===== src/rtl/const_bank_pkg.sv =====
// Shared command encoding for the constant bank and its per-channel cells.
package const_bank_pkg;

   typedef enum logic [2:0] {
      CMD_NONE    = 3'd0,
      CMD_RESTORE = 3'd1,
      CMD_LOCK    = 3'd2,
      CMD_WRITE   = 3'd3,
      CMD_INC     = 3'd4
   } cmd_e;

   // Collapse the four request lines into one command, highest priority first.
   function automatic cmd_e cmd_decode(input logic restore_i, input logic lock_i,
                                       input logic wr_en_i, input logic inc_i);
      cmd_e c;
      if (restore_i)    c = CMD_RESTORE;
      else if (lock_i)  c = CMD_LOCK;
      else if (wr_en_i) c = CMD_WRITE;
      else if (inc_i)   c = CMD_INC;
      else              c = CMD_NONE;
      return c;
   endfunction

endpackage


===== src/rtl/const_bank_cell.sv =====
// One constant channel: value register, lock bit and the next-value mux.
module const_cell
   import const_bank_pkg::*;
#(
   parameter int               WIDTH   = 5,
   parameter logic [WIDTH-1:0] DEFAULT = {WIDTH{1'b1}}
) (
   input  logic             clk,
   input  logic             rst,
   input  cmd_e             cmd_i,
   input  logic             en_i,
   input  logic [WIDTH-1:0] wr_data_i,
   output logic [WIDTH-1:0] value_o,
   output logic             locked_o
);

   logic [WIDTH-1:0] value_q, value_d;
   logic             locked_q, locked_d;

   // Write and increment are silently ignored here when locked; the bank flags the error.
   always_comb begin
      value_d  = value_q;
      locked_d = locked_q;
      if (en_i) begin
         case (cmd_i)
            CMD_RESTORE: begin
               value_d  = DEFAULT;
               locked_d = 1'b0;
            end
            CMD_LOCK:  locked_d = 1'b1;
            CMD_WRITE: if (!locked_q) value_d = wr_data_i;
            CMD_INC:   if (!locked_q) value_d = value_q + WIDTH'(1);
            default: ;
         endcase
      end
   end

   always_ff @(posedge clk or posedge rst) begin
      if (rst) begin
         value_q  <= DEFAULT;
         locked_q <= 1'b0;
      end else begin
         value_q  <= value_d;
         locked_q <= locked_d;
      end
   end

   assign value_o  = value_q;
   assign locked_o = locked_q;

endmodule


===== src/rtl/const_bank.sv =====
// Bank of lockable constant channels: command decode, range/lock error detection, err pulse.
module const_bank
   import const_bank_pkg::*;
#(
   parameter int               WIDTH    = 5,
   parameter int               CHANNELS = 4,
   parameter logic [WIDTH-1:0] DEFAULT  = {WIDTH{1'b1}}
) (
   input  logic                                              clk,
   input  logic                                              rst,
   input  logic [((CHANNELS > 1) ? $clog2(CHANNELS) : 1)-1:0] sel,
   input  logic                                              restore,
   input  logic                                              lock,
   input  logic                                              wr_en,
   input  logic [WIDTH-1:0]                                  wr_data,
   input  logic                                              inc,
   output logic [CHANNELS*WIDTH-1:0]                         value,
   output logic [CHANNELS-1:0]                               locked,
   output logic                                              err
);

   cmd_e                cmd;
   logic [31:0]         sel_ext;
   logic                sel_ok;
   logic [CHANNELS-1:0] sel_hit;
   logic                locked_sel;
   logic                err_q, err_d;

   assign cmd     = cmd_decode(restore, lock, wr_en, inc);
   assign sel_ext = 32'(sel);
   assign sel_ok  = sel_ext < 32'(CHANNELS);

   // Out-of-range selects hit no channel, so they can never modify state.
   for (genvar k = 0; k < CHANNELS; k++) begin : g_ch
      assign sel_hit[k] = sel_ok && (sel_ext == 32'(k));

      const_cell #(
         .WIDTH   (WIDTH),
         .DEFAULT (DEFAULT)
      ) u_cell (
         .clk       (clk),
         .rst       (rst),
         .cmd_i     (cmd),
         .en_i      (sel_hit[k]),
         .wr_data_i (wr_data),
         .value_o   (value[k*WIDTH +: WIDTH]),
         .locked_o  (locked[k])
      );
   end

   assign locked_sel = |(locked & sel_hit);

   always_comb begin
      err_d = 1'b0;
      if (cmd != CMD_NONE) begin
         if (!sel_ok)
            err_d = 1'b1;
         else if ((cmd == CMD_WRITE || cmd == CMD_INC) && locked_sel)
            err_d = 1'b1;
      end
   end

   always_ff @(posedge clk or posedge rst) begin
      if (rst) err_q <= 1'b0;
      else     err_q <= err_d;
   end

   assign err = err_q;

endmodule


===== config.mk =====
export PLATFORM = sky130hd
export DESIGN_NAME = const_bank
export DESIGN_NICKNAME = d
export VERILOG_FILES = /design/src/rtl/const_bank_pkg.sv /design/src/rtl/const_bank_cell.sv /design/src/rtl/const_bank.sv
export SDC_FILE = /design/constraint.sdc
export NUM_CORES = 1
export LEC_CHECK = 0
export ABC_CLOCK_PERIOD_IN_PS = 1490
export CAP_MARGIN = 0
export CORE_UTILIZATION = 29
export CTS_CLUSTER_SIZE = 40
export DETAILED_ROUTE_END_ITERATION = 6
export GPL_ROUTABILITY_DRIVEN = 0
export RECOVER_POWER = 100
export SKIP_CTS_REPAIR_TIMING = 1
export SYNTH_ARGS = -nofsm -noshare
export SYNTH_HDL_FRONTEND = slang
export SYNTH_SLANG_ARGS = --single-unit

===== constraint.sdc =====
create_clock -name clk -period 1.49 [get_ports clk]
set_input_delay 0.3725 -clock clk [delete_from_list [all_inputs] [get_ports clk]]
set_output_delay 0.3725 -clock clk [all_outputs]
set_load 0.01 [all_outputs]

==> flow_metrics.py, run 1 <==
metrics = {
    "detailed_routing": {
        "route.vias.total": 1665,
        "ant_nets": 0,
        "drc": 0,
        "drtIter0Drc": 124,
        "viasPerCell": 5.15,
        "wl_per_cell_microns": 14.7,
        "wl_microns": 4750,
        "dr.pass1.iters": 4,
    },
    "final_layout": {
        "final_cell_area_sq_um": 2510,
        "layout_common_cells": "buf_4 (38), dlymetal6s2s_1 (31), dfstp_2 (20)",
        "area.growth.synth_to_final_pct": 54.7,
        "drive_above_1_share_pct": 33.6,
        "n_fill_cell": 475,
        "fin_nets": 271,
        "num_antenna_cells": 0,
        "layout_commonest_cell": "buf_4",
        "fin_util_pct": 47.9,
    },
    "critical_path": {
        "cp_cell_sequence": "dlymetal6s2s_1 > or4b_4 > nor3_1 > nor4_2 > o21ai_1",
        "worstSetupPathType": "primary input to flop",
        "crit_buf_inv": 1,
        "crit_required_ns": 1.70,
        "max_stage_delay_ns": 0.65,
        "worst_setup_path_end_kind": "flop",
        "crit_family": "simple AND/OR/NAND/NOR gates",
        "cp_max_fo": 12,
        "ff2ff_setup_slack_ns": 0.09,
        "arrival_ns": 1.66,
        "cpMaxStageDelayCell": "or4b_4",
        "cp-start-kind": "primary input",
        "worst-r2r-cell-count": 5,
        "cp_num_cells": 5,
    },
    "clocking": {
        "path_clk_slew_ns": 0.09,
        "cts_tree": "built",
        "cts_made_buffers": 3,
        "cts_buffer_depth": 2,
        "htreeDepth": 1,
        "clkLatencyLatePin_ns": 0.27,
        "cts.sinks": 25,
        "cts_root_buf": "clkbuf_8",
    },
    "place": {
        "dpl.hpwl_microns": 3450,
        "port_buffers": 37,
        "place_area_sq_um": 2290,
    },
    "sta": {
        "hold_viol_final": 0,
        "maxSlewViolCount": 0,
        "min_period_ns": 1.45,
        "max_freq_mhz": 691,
        "layout_worst_path_cycle_share_pct": 97.1,
        "skew_ns": 0.00314,
        "rsz0062_at_grt": "true",
        "worst_pin_slew_ns": 0.625,
        "hold-worst-slack_ns": 0.483,
        "setup_viol": 0,
        "slew_headroom_pct": 58.3,
    },
    "min_path": {
        "hold_class": "primary input to flop",
        "whs_path_depth": 3,
    },
    "logic_synthesis": {
        "async_flop_share_pct": 100,
        "ys_warn_count": 0,
        "synth_nets": 199,
        "synth-edff-count": 0,
        "synth_seq_cells": 25,
        "synthCells": 182,
        "syn_area_per_cell_sq_um": 8.91,
        "synth_ff_type": "dfstp_2",
        "yosysSeqAreaShare_pct": 40.1,
        "yosysUniqueCellTypes": 37,
        "synth_area_sq_um": 1620,
    },
    "die": {
        "core_area_sq_um": 5240,
        "die_y_microns": 76.8,
        "rows": 26,
        "die_area_sq_um": 5890,
        "dieWidth_microns": 76.8,
        "ios": 38,
        "start_util_pct": 31.0,
    },
    "outcome": {
        "status": "completed",
    },
    "grt": {
        "grt_pass1_wl_microns": 7630,
        "grtUsageTotal_pct": 16.3,
        "antenna_found_initial": 0,
        "grt_pass1_vias": 1560,
        "grt_max_degree": 26,
        "grt_overflow_total": 0,
    },
    "flow_run": {
        "drv_cap": 0,
    },
    "power_and_ir_drop": {
        "power_density_nw_per_um2": 930,
        "leakage_uw": 0.00126,
        "vdd.ir_drop.worst_mv": 0.377,
    },
}
per-stage QoR:
stage	power, uW	setup WS, ns	setup TNS, ns	instances
3_5_place_dp	1900	-0.538	-10.18	311
5_1_grt	2490	-0.0501	-0.0546	323
4_1_cts	2340	-0.277	-8.95	315
2_1_floorplan	1430	-0.0366	-0.262	182
6_report	2330	0.0436	0	323
3_3_place_gp	1910	-0.492	-9.56	311
synth_stat cells, types with 3 or more instances:
library cell / count / area [sq um]
o21ai_0: 4 / 20.0
o31ai_1: 3 / 22.5
nand4_1: 4 / 25.0
a31oi_1: 15 / 93.8
nand3_1: 9 / 45.0
o21ai_1: 7 / 35.0
mux2i_1: 4 / 40.0
buf_2: 3 / 15.0
a211oi_1: 4 / 30.0
nor2_1: 13 / 48.8
clkbuf_1: 4 / 15.0
nor3_1: 4 / 20.0
buf_4: 4 / 30.0
a21oi_1: 18 / 90.1
o41ai_1: 3 / 26.3
ha_1: 4 / 50.1
o22ai_1: 3 / 18.8
o21a_1: 5 / 37.5
dfstp_2: 20 / 526
inv_1: 12 / 45.0
nand2b_1: 5 / 31.3
nand2_1: 11 / 41.3
dfrtp_1: 5 / 125
metal layers:
metal	up-vias	global-route usage, %	part of all wire, %
li1	812	-	-
met1	772	23.3	46
met5	-	0	0
met3	8	1.90	6.9
met2	73	24.7	45
met4	0	6.73	1.3
sequential cells by signal, indices dropped and copies added (netlist names):
register / count
err: 1
g_ch.u_cell.locked_o: 4
g_ch.u_cell.value_o: 20
tightest hold or removal path, stage by stage:
cell,delay (ns)
dlymetal6s2s_1,0.13
buf_6,0.15
a21oi_1,0.07
cells by family after synthesis:
family / after synthesis / share of synthesized area [%]
flip-flops: 25 / 40.1
adder cells (fa/ha/maj): 4 / 3.09
AO/OA/AOI/OAI: 66 / 25.7
multiplexers: 5 / 3.86
AND/OR/NAND/NOR: 56 / 19.1
buffers and inverters: 26 / 8.10
worst paths after layout:
| check | start | endpoint |
|---|---|---|
| max | wr_en | g_ch[3].u_cell.value_o[3]$_DFFE_PP1P_ |
| min | restore | g_ch[0].u_cell.locked_o$_DFFE_PP0P_ |
| max reg2reg | g_ch[0].u_cell.value_o[1]$_DFFE_PP1P_ | g_ch[0].u_cell.value_o[4]$_DFFE_PP1P_ |
| min reg2reg | g_ch[3].u_cell.value_o[4]$_DFFE_PP1P_ | g_ch[3].u_cell.value_o[4]$_DFFE_PP1P_ |
| max in group asynchronous | rst | g_ch[3].u_cell.locked_o$_DFFE_PP0P_ |
| min in group asynchronous | rst | g_ch[2].u_cell.locked_o$_DFFE_PP0P_ |
power breakdown:
group	internal, uW	switching, uW	total, uW
Combinational	507	475	982
Clock	190	232	421
Sequential	860	69.6	930
final cells by class:
type | count | area (sq um) | share of cell area [%]
clock inverters | 1 | 7.51 | 0.299
multi-input cells | 131 | 887 | 35.4
flip-flops and latches | 25 | 653 | 26.0
clock buffers | 3 | 41.3 | 1.65
well taps | 70 | 87.6 | 3.49
repair buffers | 80 | 783 | 31.2
inverters | 13 | 48.8 | 1.95
Power figures use the tool's default switching activity.
==> run 2: changes to the inputs <==
--- a/config.mk
+++ b/config.mk
@@ -11,8 +11,8 @@
 export CTS_CLUSTER_SIZE = 40
 export DETAILED_ROUTE_END_ITERATION = 6
 export GPL_ROUTABILITY_DRIVEN = 0
+export PLACE_DENSITY_LB_ADDON = 0.1
 export RECOVER_POWER = 100
-export SKIP_CTS_REPAIR_TIMING = 1
 export SYNTH_ARGS = -nofsm -noshare
 export SYNTH_HDL_FRONTEND = slang
 export SYNTH_SLANG_ARGS = --single-unit
==> flow_metrics.py, run 2 (synthesis results as in run 1) <==
metrics = {
    "power_and_ir_drop": {
        "leakage_uw": 0.00108,
        "p_total_uw": 2300,
        "vdd.ir_drop.worst_mv": 0.482,
        "power_density_nw_per_um2": 936,
    },
    "sta": {
        "layout_worst_path_cycle_share_pct": 97.2,
        "skew_ns": 0.00282,
        "max_freq_mhz": 691,
        "min_period_ns": 1.45,
        "setup_viol": 0,
        "rsz0062_at_grt": "true",
        "setup_ws_ns": 0.0419,
        "slew_headroom_pct": 56.6,
        "worst_pin_slew_ns": 0.652,
        "maxSlewViolCount": 0,
        "hold_viol_final": 0,
    },
    "critical_path": {
        "arrival_ns": 1.08,
        "crit_required_ns": 1.12,
        "crit_family": "flip-flops",
        "crit_buf_inv": 1,
        "worst_setup_path_end_kind": "primary output",
        "cp_cell_sequence": "dlygate4sd2_1",
        "cp_max_fo": 2,
        "worstSetupPathType": "flop to primary output",
        "cpMaxStageDelayCell": "dfstp_2",
        "cp-start-kind": "flop",
        "max_stage_delay_ns": 0.54,
    },
    "final_layout": {
        "multiInputGateArea_sq_um": 912,
        "layout_commonest_cell": "buf_4",
        "largest_reg_flops": 20,
        "n_fill_cell": 520,
        "num_antenna_cells": 0,
        "regArea_sq_um": 651,
        "fin_nets": 273,
        "layout_common_cells": "buf_4 (38), dfstp_2 (20), dlygate4sd2_1 (19)",
        "area.growth.synth_to_final_pct": 51.7,
        "drive_above_1_share_pct": 34.5,
    },
    "die": {
        "start_util_pct": 31.0,
        "dieWidth_microns": 76.8,
        "rows": 26,
        "ios": 38,
        "die_y_microns": 76.8,
        "core_area_sq_um": 5240,
        "die_area_sq_um": 5890,
    },
    "detailed_routing": {
        "drc": 0,
        "ant_nets": 0,
        "drtIter0Drc": 111,
        "viasPerCell": 5.22,
        "wl_microns": 5160,
        "wl_per_cell_microns": 15.9,
        "dr.pass1.iters": 4,
        "route.vias.total": 1698,
    },
    "clocking": {
        "path_clk_slew_ns": 0.09,
        "htreeDepth": 1,
        "holdBufCountCts": 0,
        "clkLatencyLatePin_ns": 0.27,
        "cts.sinks": 25,
        "cts_tree": "built",
        "cts_made_buffers": 3,
        "cts_buffer_depth": 2,
        "cts_root_buf": "clkbuf_8",
    },
    "grt": {
        "grt_max_degree": 26,
        "grtUsageTotal_pct": 18.2,
        "grt_overflow_total": 0,
        "grt_pass1_vias": 1753,
        "antenna_found_initial": 0,
        "grt_pass1_wl_microns": 8340,
    },
    "outcome": {
        "status": "completed",
    },
    "place": {
        "port_buffers": 37,
        "pre_cts_ws_ns": -0.513,
        "dpl.hpwl_microns": 3540,
    },
    "min_path": {
        "hold_class": "flop to flop",
    },
    "flow_run": {
        "drv_cap": 0,
    },
}
## run 2: final timing paths
path	start	endpoint	slack (ns)	cells past startpoint
setup / recovery	g_ch[3].u_cell.value_o[0]$_DFFE_PP1P_	value[15]	0.04	1
hold / removal	g_ch[0].u_cell.value_o[4]$_DFFE_PP1P_	g_ch[0].u_cell.value_o[4]$_DFFE_PP1P_	0.50	2
setup reg to reg	g_ch[0].u_cell.value_o[0]$_DFFE_PP1P_	g_ch[0].u_cell.value_o[4]$_DFFE_PP1P_	0.10	5
hold reg to reg	g_ch[0].u_cell.value_o[4]$_DFFE_PP1P_	g_ch[0].u_cell.value_o[4]$_DFFE_PP1P_	0.50	2
max in group asynchronous	rst	g_ch[3].u_cell.locked_o$_DFFE_PP0P_	0.36	3
min in group asynchronous	rst	g_ch[1].u_cell.locked_o$_DFFE_PP0P_	0.70	3
## run 2: what timing repair did
item / CTS / global route
setup endpoints to repair: 45 / 19
gates resized for setup: 40 / 16
pin swaps: 2 / 4
gates cloned: 2 / 0
buffers inserted: 5 / 1
## run 2: area by class of cell
cell class	instances	share of cell area, %
Timing Repair Buffer	81	29.1
Tap cell	70	3.56
Inverter	13	1.98
Multi-Input combinational cell	132	37.1
Sequential cell	25	26.4
Clock buffer	4	1.83
## run 2: per-stage QoR
step                      TNS, ns  hold WS (ns)  std cells  instance area [sq um]  utilization (%)
after detailed placement    -9.94         0.480        313                   2320             44.3
after floorplan            -0.262         0.385        182                   1650                -
after CTS                       0         0.421        324                   2440             46.6
final                           0         0.498        325                   2460             47.0
after global placement      -9.41         0.484        313                   2320             44.3
after global routing            0         0.526        325                   2460             47.0
## run 2: layer usage
metal | global-route usage [%] | vias up | part of all wire (%)
met5 | 0 | - | 0
met4 | 7.69 | 0 | 3.3
met3 | 2.86 | 16 | 4.1
met2 | 32.0 | 55 | 49
met1 | 21.7 | 803 | 43
li1 | - | 824 | -
## run 2: where the power goes
group          leakage, uW  internal (uW)  switching, uW
Sequential        0.000272            858           61.7
Combinational     0.000783            468            488
Clock            0.0000228            192            234
Total              0.00108           1520            784
